===== src/rtl/conv_pkg.sv =====
// Shared types for the 3x3 convolution window controller.
//   PIX_W  : signed pixel width
//   COEF_W : signed kernel coefficient width
//   ACC_W  : signed width of one convolution sum from the MAC datapath
package conv_pkg;

  localparam int PIX_W  = 9;
  localparam int COEF_W = 8;
  localparam int ACC_W  = 17;

  typedef logic signed [PIX_W-1:0]  pix_t;
  typedef logic signed [COEF_W-1:0] coef_t;
  typedef logic signed [ACC_W-1:0]  acc_t;

  // [row][col], [0][0] is the top-left (oldest) tap, [2][2] the newest pixel.
  typedef pix_t  [0:2][0:2] win_pix_t;
  typedef coef_t [0:2][0:2] win_fil_t;

  typedef enum logic [2:0] {
    ST_IDLE,
    ST_FILL,
    ST_RUN,
    ST_DRAIN,
    ST_DONE
  } state_e;

endpackage


===== src/rtl/conv_line_buffer.sv =====
// One image row of delay: a DEPTH-deep shift register of pixels.
// The output is the oldest entry, read before the shift, so on every
// accepted pixel dout_o is the pixel from the same column one row earlier.
//   clk     : clock
//   shift_i : shift din_i in (one accepted pixel)
//   din_i   : pixel entering the row delay
//   dout_o  : pixel leaving the row delay
module conv_line_buffer
  import conv_pkg::*;
#(
  parameter int DEPTH = 8
) (
  input  logic clk,
  input  logic shift_i,
  input  pix_t din_i,
  output pix_t dout_o
);

  pix_t mem_q [DEPTH];

  assign dout_o = mem_q[DEPTH-1];

  // NOTE: storage arrays carry no reset; every entry is rewritten before a
  // window can consume it, and a reset here would only cost flop area.
  always_ff @(posedge clk) begin
    if (shift_i) begin
      mem_q[0] <= din_i;
      for (int i = 1; i < DEPTH; i++) begin
        mem_q[i] <= mem_q[i-1];
      end
    end
  end

endmodule


===== src/rtl/conv_window_ctrl.sv =====
// Sequencer for a 3x3 valid-only convolution over a raster pixel stream.
// Builds windows from two line buffers plus a 3x3 shift register, hands them
// to an external MAC datapath, and queues the returned sums in a FWFT FIFO.
//   clk, rst              : clock, synchronous active-high reset
//   start, fil_in         : frame start (IDLE only) and kernel latched with it
//   pix_in/valid/ready    : raster pixel stream handshake
//   win_pix/fil/valid     : window, kernel and 1-cycle strobe to the datapath
//   dp_result             : datapath sum, one cycle after win_valid
//   res_out/valid/ready   : result stream handshake
//   busy, done            : not IDLE; one-cycle frame-end pulse
module conv_window_ctrl
  import conv_pkg::*;
#(
  parameter int IMG_W   = 8,
  parameter int IMG_H   = 8,
  parameter int OFIFO_D = 4
) (
  input  logic     clk,
  input  logic     rst,
  input  logic     start,
  input  win_fil_t fil_in,
  input  pix_t     pix_in,
  input  logic     pix_valid,
  output logic     pix_ready,
  output win_pix_t win_pix,
  output win_fil_t win_fil,
  output logic     win_valid,
  input  acc_t     dp_result,
  output acc_t     res_out,
  output logic     res_valid,
  input  logic     res_ready,
  output logic     busy,
  output logic     done
);

  localparam int COL_W = $clog2(IMG_W);
  localparam int ROW_W = $clog2(IMG_H);
  localparam int PTR_W = $clog2(OFIFO_D);
  localparam int CNT_W = $clog2(OFIFO_D + 1);
  localparam int SUM_W = CNT_W + 1;
  localparam logic [COL_W-1:0] COL_LAST = COL_W'(IMG_W - 1);
  localparam logic [ROW_W-1:0] ROW_LAST = ROW_W'(IMG_H - 1);
  localparam logic [PTR_W-1:0] PTR_LAST = PTR_W'(OFIFO_D - 1);

  state_e             state_q, state_d;
  logic [COL_W-1:0]   col_q;
  logic [ROW_W-1:0]   row_q;
  win_pix_t           win_q;
  win_fil_t           fil_q;
  logic               win_valid_q, dp_valid_q;
  pix_t               lb0_out, lb1_out;
  acc_t               fifo_mem [OFIFO_D];
  logic [PTR_W-1:0]   wr_ptr_q, rd_ptr_q;
  logic [CNT_W-1:0]   count_q;
  logic [SUM_W-1:0]   pending;
  logic               room, accept, last_col, produce, push, pop;

  // Every window already accepted but not yet popped is counted, so a pixel
  // is only taken when its eventual result is guaranteed a FIFO slot.
  assign pending  = SUM_W'(count_q) + SUM_W'(win_valid_q) + SUM_W'(dp_valid_q);
  assign room     = pending < SUM_W'(OFIFO_D);
  assign accept   = pix_valid && pix_ready;
  assign last_col = (col_q == COL_LAST);
  assign produce  = accept && (row_q >= ROW_W'(2)) && (col_q >= COL_W'(2));
  assign push     = dp_valid_q;
  assign pop      = res_valid && res_ready;

  conv_line_buffer #(.DEPTH(IMG_W)) u_lb_r1 (
    .clk     (clk),
    .shift_i (accept),
    .din_i   (pix_in),
    .dout_o  (lb0_out)
  );

  conv_line_buffer #(.DEPTH(IMG_W)) u_lb_r2 (
    .clk     (clk),
    .shift_i (accept),
    .din_i   (lb0_out),
    .dout_o  (lb1_out)
  );

  always_comb begin
    // NOTE: every output of this block gets a default first, so no path
    // through the case leaves one unassigned and no latch is inferred.
    state_d   = state_q;
    pix_ready = 1'b0;
    busy      = (state_q != ST_IDLE);
    done      = 1'b0;
    case (state_q)
      ST_IDLE:  if (start) state_d = ST_FILL;
      ST_FILL: begin
        pix_ready = room;
        if (pix_valid && room && row_q == ROW_W'(1) && last_col) state_d = ST_RUN;
      end
      ST_RUN: begin
        pix_ready = room;
        if (pix_valid && room && row_q == ROW_LAST && last_col) state_d = ST_DRAIN;
      end
      ST_DRAIN: if (pending == '0) state_d = ST_DONE;
      ST_DONE: begin
        done    = 1'b1;
        state_d = ST_IDLE;
      end
      default:  state_d = ST_IDLE;
    endcase
  end

  // NOTE: all state below updates with non-blocking assignments so every
  // register samples the pre-edge values of the others.
  always_ff @(posedge clk) begin
    if (rst) begin
      state_q     <= ST_IDLE;
      col_q       <= '0;
      row_q       <= '0;
      win_q       <= '0;
      fil_q       <= '0;
      win_valid_q <= 1'b0;
      dp_valid_q  <= 1'b0;
      wr_ptr_q    <= '0;
      rd_ptr_q    <= '0;
      count_q     <= '0;
    end else begin
      state_q <= state_d;

      if (state_q == ST_IDLE && start) begin
        fil_q <= fil_in;
        col_q <= '0;
        row_q <= '0;
      end else if (accept) begin
        if (last_col) begin
          col_q <= '0;
          if (row_q != ROW_LAST) row_q <= row_q + ROW_W'(1);
        end else begin
          col_q <= col_q + COL_W'(1);
        end
      end

      // Columns slide left; the new right-hand column is rows r-2, r-1, r.
      if (accept) begin
        for (int i = 0; i < 3; i++) begin
          win_q[i][0] <= win_q[i][1];
          win_q[i][1] <= win_q[i][2];
        end
        win_q[0][2] <= lb1_out;
        win_q[1][2] <= lb0_out;
        win_q[2][2] <= pix_in;
      end

      win_valid_q <= produce;
      dp_valid_q  <= win_valid_q;

      if (push) wr_ptr_q <= (wr_ptr_q == PTR_LAST) ? '0 : wr_ptr_q + PTR_W'(1);
      if (pop)  rd_ptr_q <= (rd_ptr_q == PTR_LAST) ? '0 : rd_ptr_q + PTR_W'(1);
      if (push && !pop)      count_q <= count_q + CNT_W'(1);
      else if (pop && !push) count_q <= count_q - CNT_W'(1);
    end
  end

  always_ff @(posedge clk) begin
    if (push) fifo_mem[wr_ptr_q] <= dp_result;
  end

  assign res_valid = (count_q != '0);
  // Gated so the unreset storage never shows on the port while empty.
  assign res_out   = res_valid ? fifo_mem[rd_ptr_q] : '0;
  assign win_pix   = win_q;
  assign win_fil   = fil_q;
  assign win_valid = win_valid_q;

endmodule


===== config.mk =====
export PLATFORM = sky130hd
export DESIGN_NAME = conv_window_ctrl
export DESIGN_NICKNAME = d
export VERILOG_FILES = /design/src/rtl/conv_pkg.sv /design/src/rtl/conv_line_buffer.sv /design/src/rtl/conv_window_ctrl.sv
export SDC_FILE = /design/constraint.sdc
export NUM_CORES = 1
export LEC_CHECK = 0
export CAP_MARGIN = 0
export CORE_MARGIN = 3
export CORE_UTILIZATION = 50
export CTS_BUF_LIST = sky130_fd_sc_hd__clkbuf_4
export DETAILED_ROUTE_END_ITERATION = 12
export HOLD_SLACK_MARGIN = 0.1
export MAX_ROUTING_LAYER = met4
export PLACE_DENSITY_LB_ADDON = 0.08
export SKIP_LAST_GASP = 1
export SLEW_MARGIN = 20
export SYNTH_ARGS = -nofsm -noshare
export SYNTH_HDL_FRONTEND = slang
export SYNTH_SLANG_ARGS = --single-unit

===== constraint.sdc =====
create_clock -name clk -period 5 [get_ports clk]
set_input_delay 1 -clock clk [delete_from_list [all_inputs] [get_ports clk]]
set_output_delay 1 -clock clk [all_outputs]
set_load 0.02 [all_outputs]

==> summary.md <==
| Metric | Value |
|---|---|
| Num CTS Buffers | `96` |
| Wire per inst | `roughly 16 microns` |
| Final Critical Period | `4090 ps` |
| CTS Hold Buffers Added | `0` |
| Final Setup Violations | `0` |
| GP Congestion | `around 0.81` |
| Adder-cell share of the synthesized area | `0.0153` |
| Register area | `9830 sq um` |
| DP Wirelength | `17400 microns` |
| Post-route cell area | `~17000 sq um` |
| Number of library cell types mapped by synthesis | `39` |
| Worst Clk Skew | `around 51 ps` |
| Global route total overflow | `0` |
| Hold_sp | `u_lb_r2.mem_q[1][7]` |
| Synth top cells by count | `nand2_1, edfxtp_1, dfxtp_1` |
| Area delta synth->final | `32.1%` |
| Placed Area | `16200 sq um` |
| Core Area | `25600 sq um` |
| Die X | `between 150 and 200 microns` |
| Mean Syn Cell Area | `about 13 sq um` |
| Worst path arrival time | `between 3000 and 4000 ps` |
| Syn nets | `1155` |
| Synth Instances | `approximately 1000` |
| Initial DRC count | `528` |
| # IOs | `278` |
| Final slew viol count | `0` |
| Top cells by area, synth | `edfxtp_1, dfxtp_1, nand2_1` |
| Dominant combinational cell family by area after synthesis | `simple AND/OR/NAND/NOR gates` |
| Slew HR | `0.318` |
| Setup crit start kind | `flip-flop` |
| Die footprint | `~28000 sq um` |
| Seq cells post-synth | `385` |
| Via count | `8750` |
| Synth Area in Compound Gates | `0.0636` |
| Mux cell area share after synthesis | `0.0344` |
| DRT Pass-1 Iters | `5` |
| Die Span Y | `169 microns` |
| Setup bufs post-CTS | `0` |
| Synth area leader | `edfxtp_1` |
| Worst hold slack | `roughly 370 ps` |
| Worst hold endpoint | `u_lb_r2.mem_q[2][7]` |
| Pwr dens | `514 nW/um^2` |
| Remaining antenna violation count | `0` |
| Filler cells | `~2000` |
| Multi-input logic area | `3090 sq um` |
| H-Tree Depth | `3` |
| Fin. Hold Viols | `0` |
| Placed cell count | `1594` |
| CTS tree | `done` |
| Gr usage total | `0.197` |
| Top-count cell post-synth | `nand2_1` |
| Clk_lat worst skew | `680 ps` |
| Cell Area, Synth | `13200 sq um` |
| Residual DRC | `0` |
| Hold WC Path Type | `flip-flop to flip-flop` |
| Clock transition at path regs | `60 ps` |
| Post-synthesis sequential area ratio | `0.743` |
| Ys Warns | `0` |
| Maximum clock insertion buffer count | `3` |
| Max Cap Viol | `0` |
| R2R Path End | `u_lb_r2.mem_q[4][0]` |
| Initial core utilization | `0.517` |
| # nets final | `1480` |
| Slew @ Worst Pin | `1020 ps` |
| Post-Layout Cell Count | `1772` |
| Final wirelength | `27600 microns` |
| Static leakage | `0.00607 uW` |
| Crit path kind | `flip-flop to primary output` |
| Post-cts resize count | `0` |
| Fraction of layout cells with a size suffix above 1 | `0.137` |
| Largest net degree at the start of global routing | `106` |
| R2r setup slk | `around 1900 ps` |
| Setup TNS | `0 ps` |
| Synth Area in XOR/XNOR | `0.00265` |
| Synth top area share | `0.481` |
| Initial antenna violation count | `2` |
| Reg2Reg Depth | `7` |
| CP max FO | `8` |
| Status | `completed` |
| Worst hold path stage count | `0` |
| # port buffers | `between 200 and 300` |
| Critical Path Start | `dp_valid_q` |
| Unrepaired setup endpoints after global routing | `false` |
| Worst reg2reg path startpoint | `dp_valid_q` |
| Vias per std cell | `4.94` |
| Tcrit/Tclk final | `0.818` |
| Ys flop type | `edfxtp_1` |
| Row count | `between 50 and 60` |
| Post-synth EDFFs | `212` |
| FMAX | `245 MHz` |
| Async set-or-reset flop fraction in the synthesized netlist | `0` |
| CTS Root Cell | `clkbuf_4` |
| Simple-Gate Fraction of Synth Area | `0.117` |
| First-pass GRT wire length | `43800 microns` |
| CTS Sinks | `385` |
| Vias in the first global route | `8646` |
| Max VDD drop | `0.000272 V` |
| Crit path required time | `4000 ps` |
| Crit. End Element | `primary output` |
[layout by cell type (no fill, tap or decap), types with 2 or more instances in the layout]
master	instances
ha_1	13
nand2b_1	2
nand2_1	312
edfxtp_1	212
buf_4	9
clkbuf_4	153
nor2b_1	4
clkinv_4	2
fa_1	2
diode_2	2
a21oi_1	157
mux2i_1	5
clkdlybuf4s50_1	276
nor3_1	6
and2_1	23
inv_1	5
mux4_2	17
nand4_1	2
inv_2	3
dfxtp_1	173
nor2_1	16
xor2_1	3
a211oi_1	2
clkinv_2	2
or3_1	3
clkinv_1	15
[worst max-delay path, cell delays in order (launching register included)]
cell and delay, ps:
dfxtp_1 390, fa_1 440, ha_1 200, or2_1 210, o21ai_1 320, and2_1 210, clkdlybuf4s50_1 660
[registers in the layout, indices dropped and copies added, names as in the netlist, 2 cells and up, named ones only]
register,count
state_q,3
win_pix,81
u_lb_r1.mem_q,72
wr_ptr_q,2
rd_ptr_q,2
u_lb_r2.mem_q,72
row_q,3
count_q,3
fifo_mem,68
col_q,3
win_fil,72
[per-stage QoR]
stage                     setup slack (ps)  total power, uW  utilization
after CTS                              821             9140        0.682
after floorplan                       1140             5630            -
after detailed placement              1550             6510        0.633
after global placement                1620             6460        0.633
final                                  912             8980        0.682
after global routing                   669             9520        0.682
[per-layer routing]
layer	global-route usage	share of wire	up-vias	routed length [microns]
met2	0.303	0.48	289	13400
met3	0.0656	0.074	42	2050
met4	0.0800	0.022	0	604
met1	0.242	0.42	4117	11600
li1	-	-	4302	-
met5	-	0	-	0
[report_power, final]
part           switching [uW]  internal [uW]  total [uW]
registers                 218           4040        4250
clock network            1180           1390        2580
logic                    1310            848        2150
[cells by family after synthesis]
family                   Yosys count
flip-flops                       385
AND/OR/NAND/NOR                  379
AO/OA/AOI/OAI                    164
buffers and inverters             66
multiplexers                      24
adder cells (fa/ha/maj)           15
XOR/XNOR                           4
[layout make-up]
| class | count | share of cell area |
|---|---|---|
| Antenna cell | 2 | 0.000286 |
| Clock buffer | 153 | 0.0657 |
| Clock inverter | 23 | 0.00616 |
| Inverter | 7 | 0.00193 |
| Multi-Input combinational cell | 586 | 0.177 |
| Sequential cell | 385 | 0.562 |
| Tap cell | 330 | 0.0236 |
| Timing Repair Buffer | 286 | 0.163 |
[how the worst max path moves through the flow]
| stage | end | slack [ps] | cells after the start |
|---|---|---|---|
| CTS | pix_ready | 820 | 6 |
| detailed placement | pix_ready | 1550 | 6 |
| global placement | pix_ready | 1620 | 6 |
| floorplan | u_lb_r1.mem_q[0][0] | 1140 | 7 |
| finish | pix_ready | 910 | 6 |
| global route | pix_ready | 670 | 6 |
No activity file was read; power rests on OpenSTA's default activity.
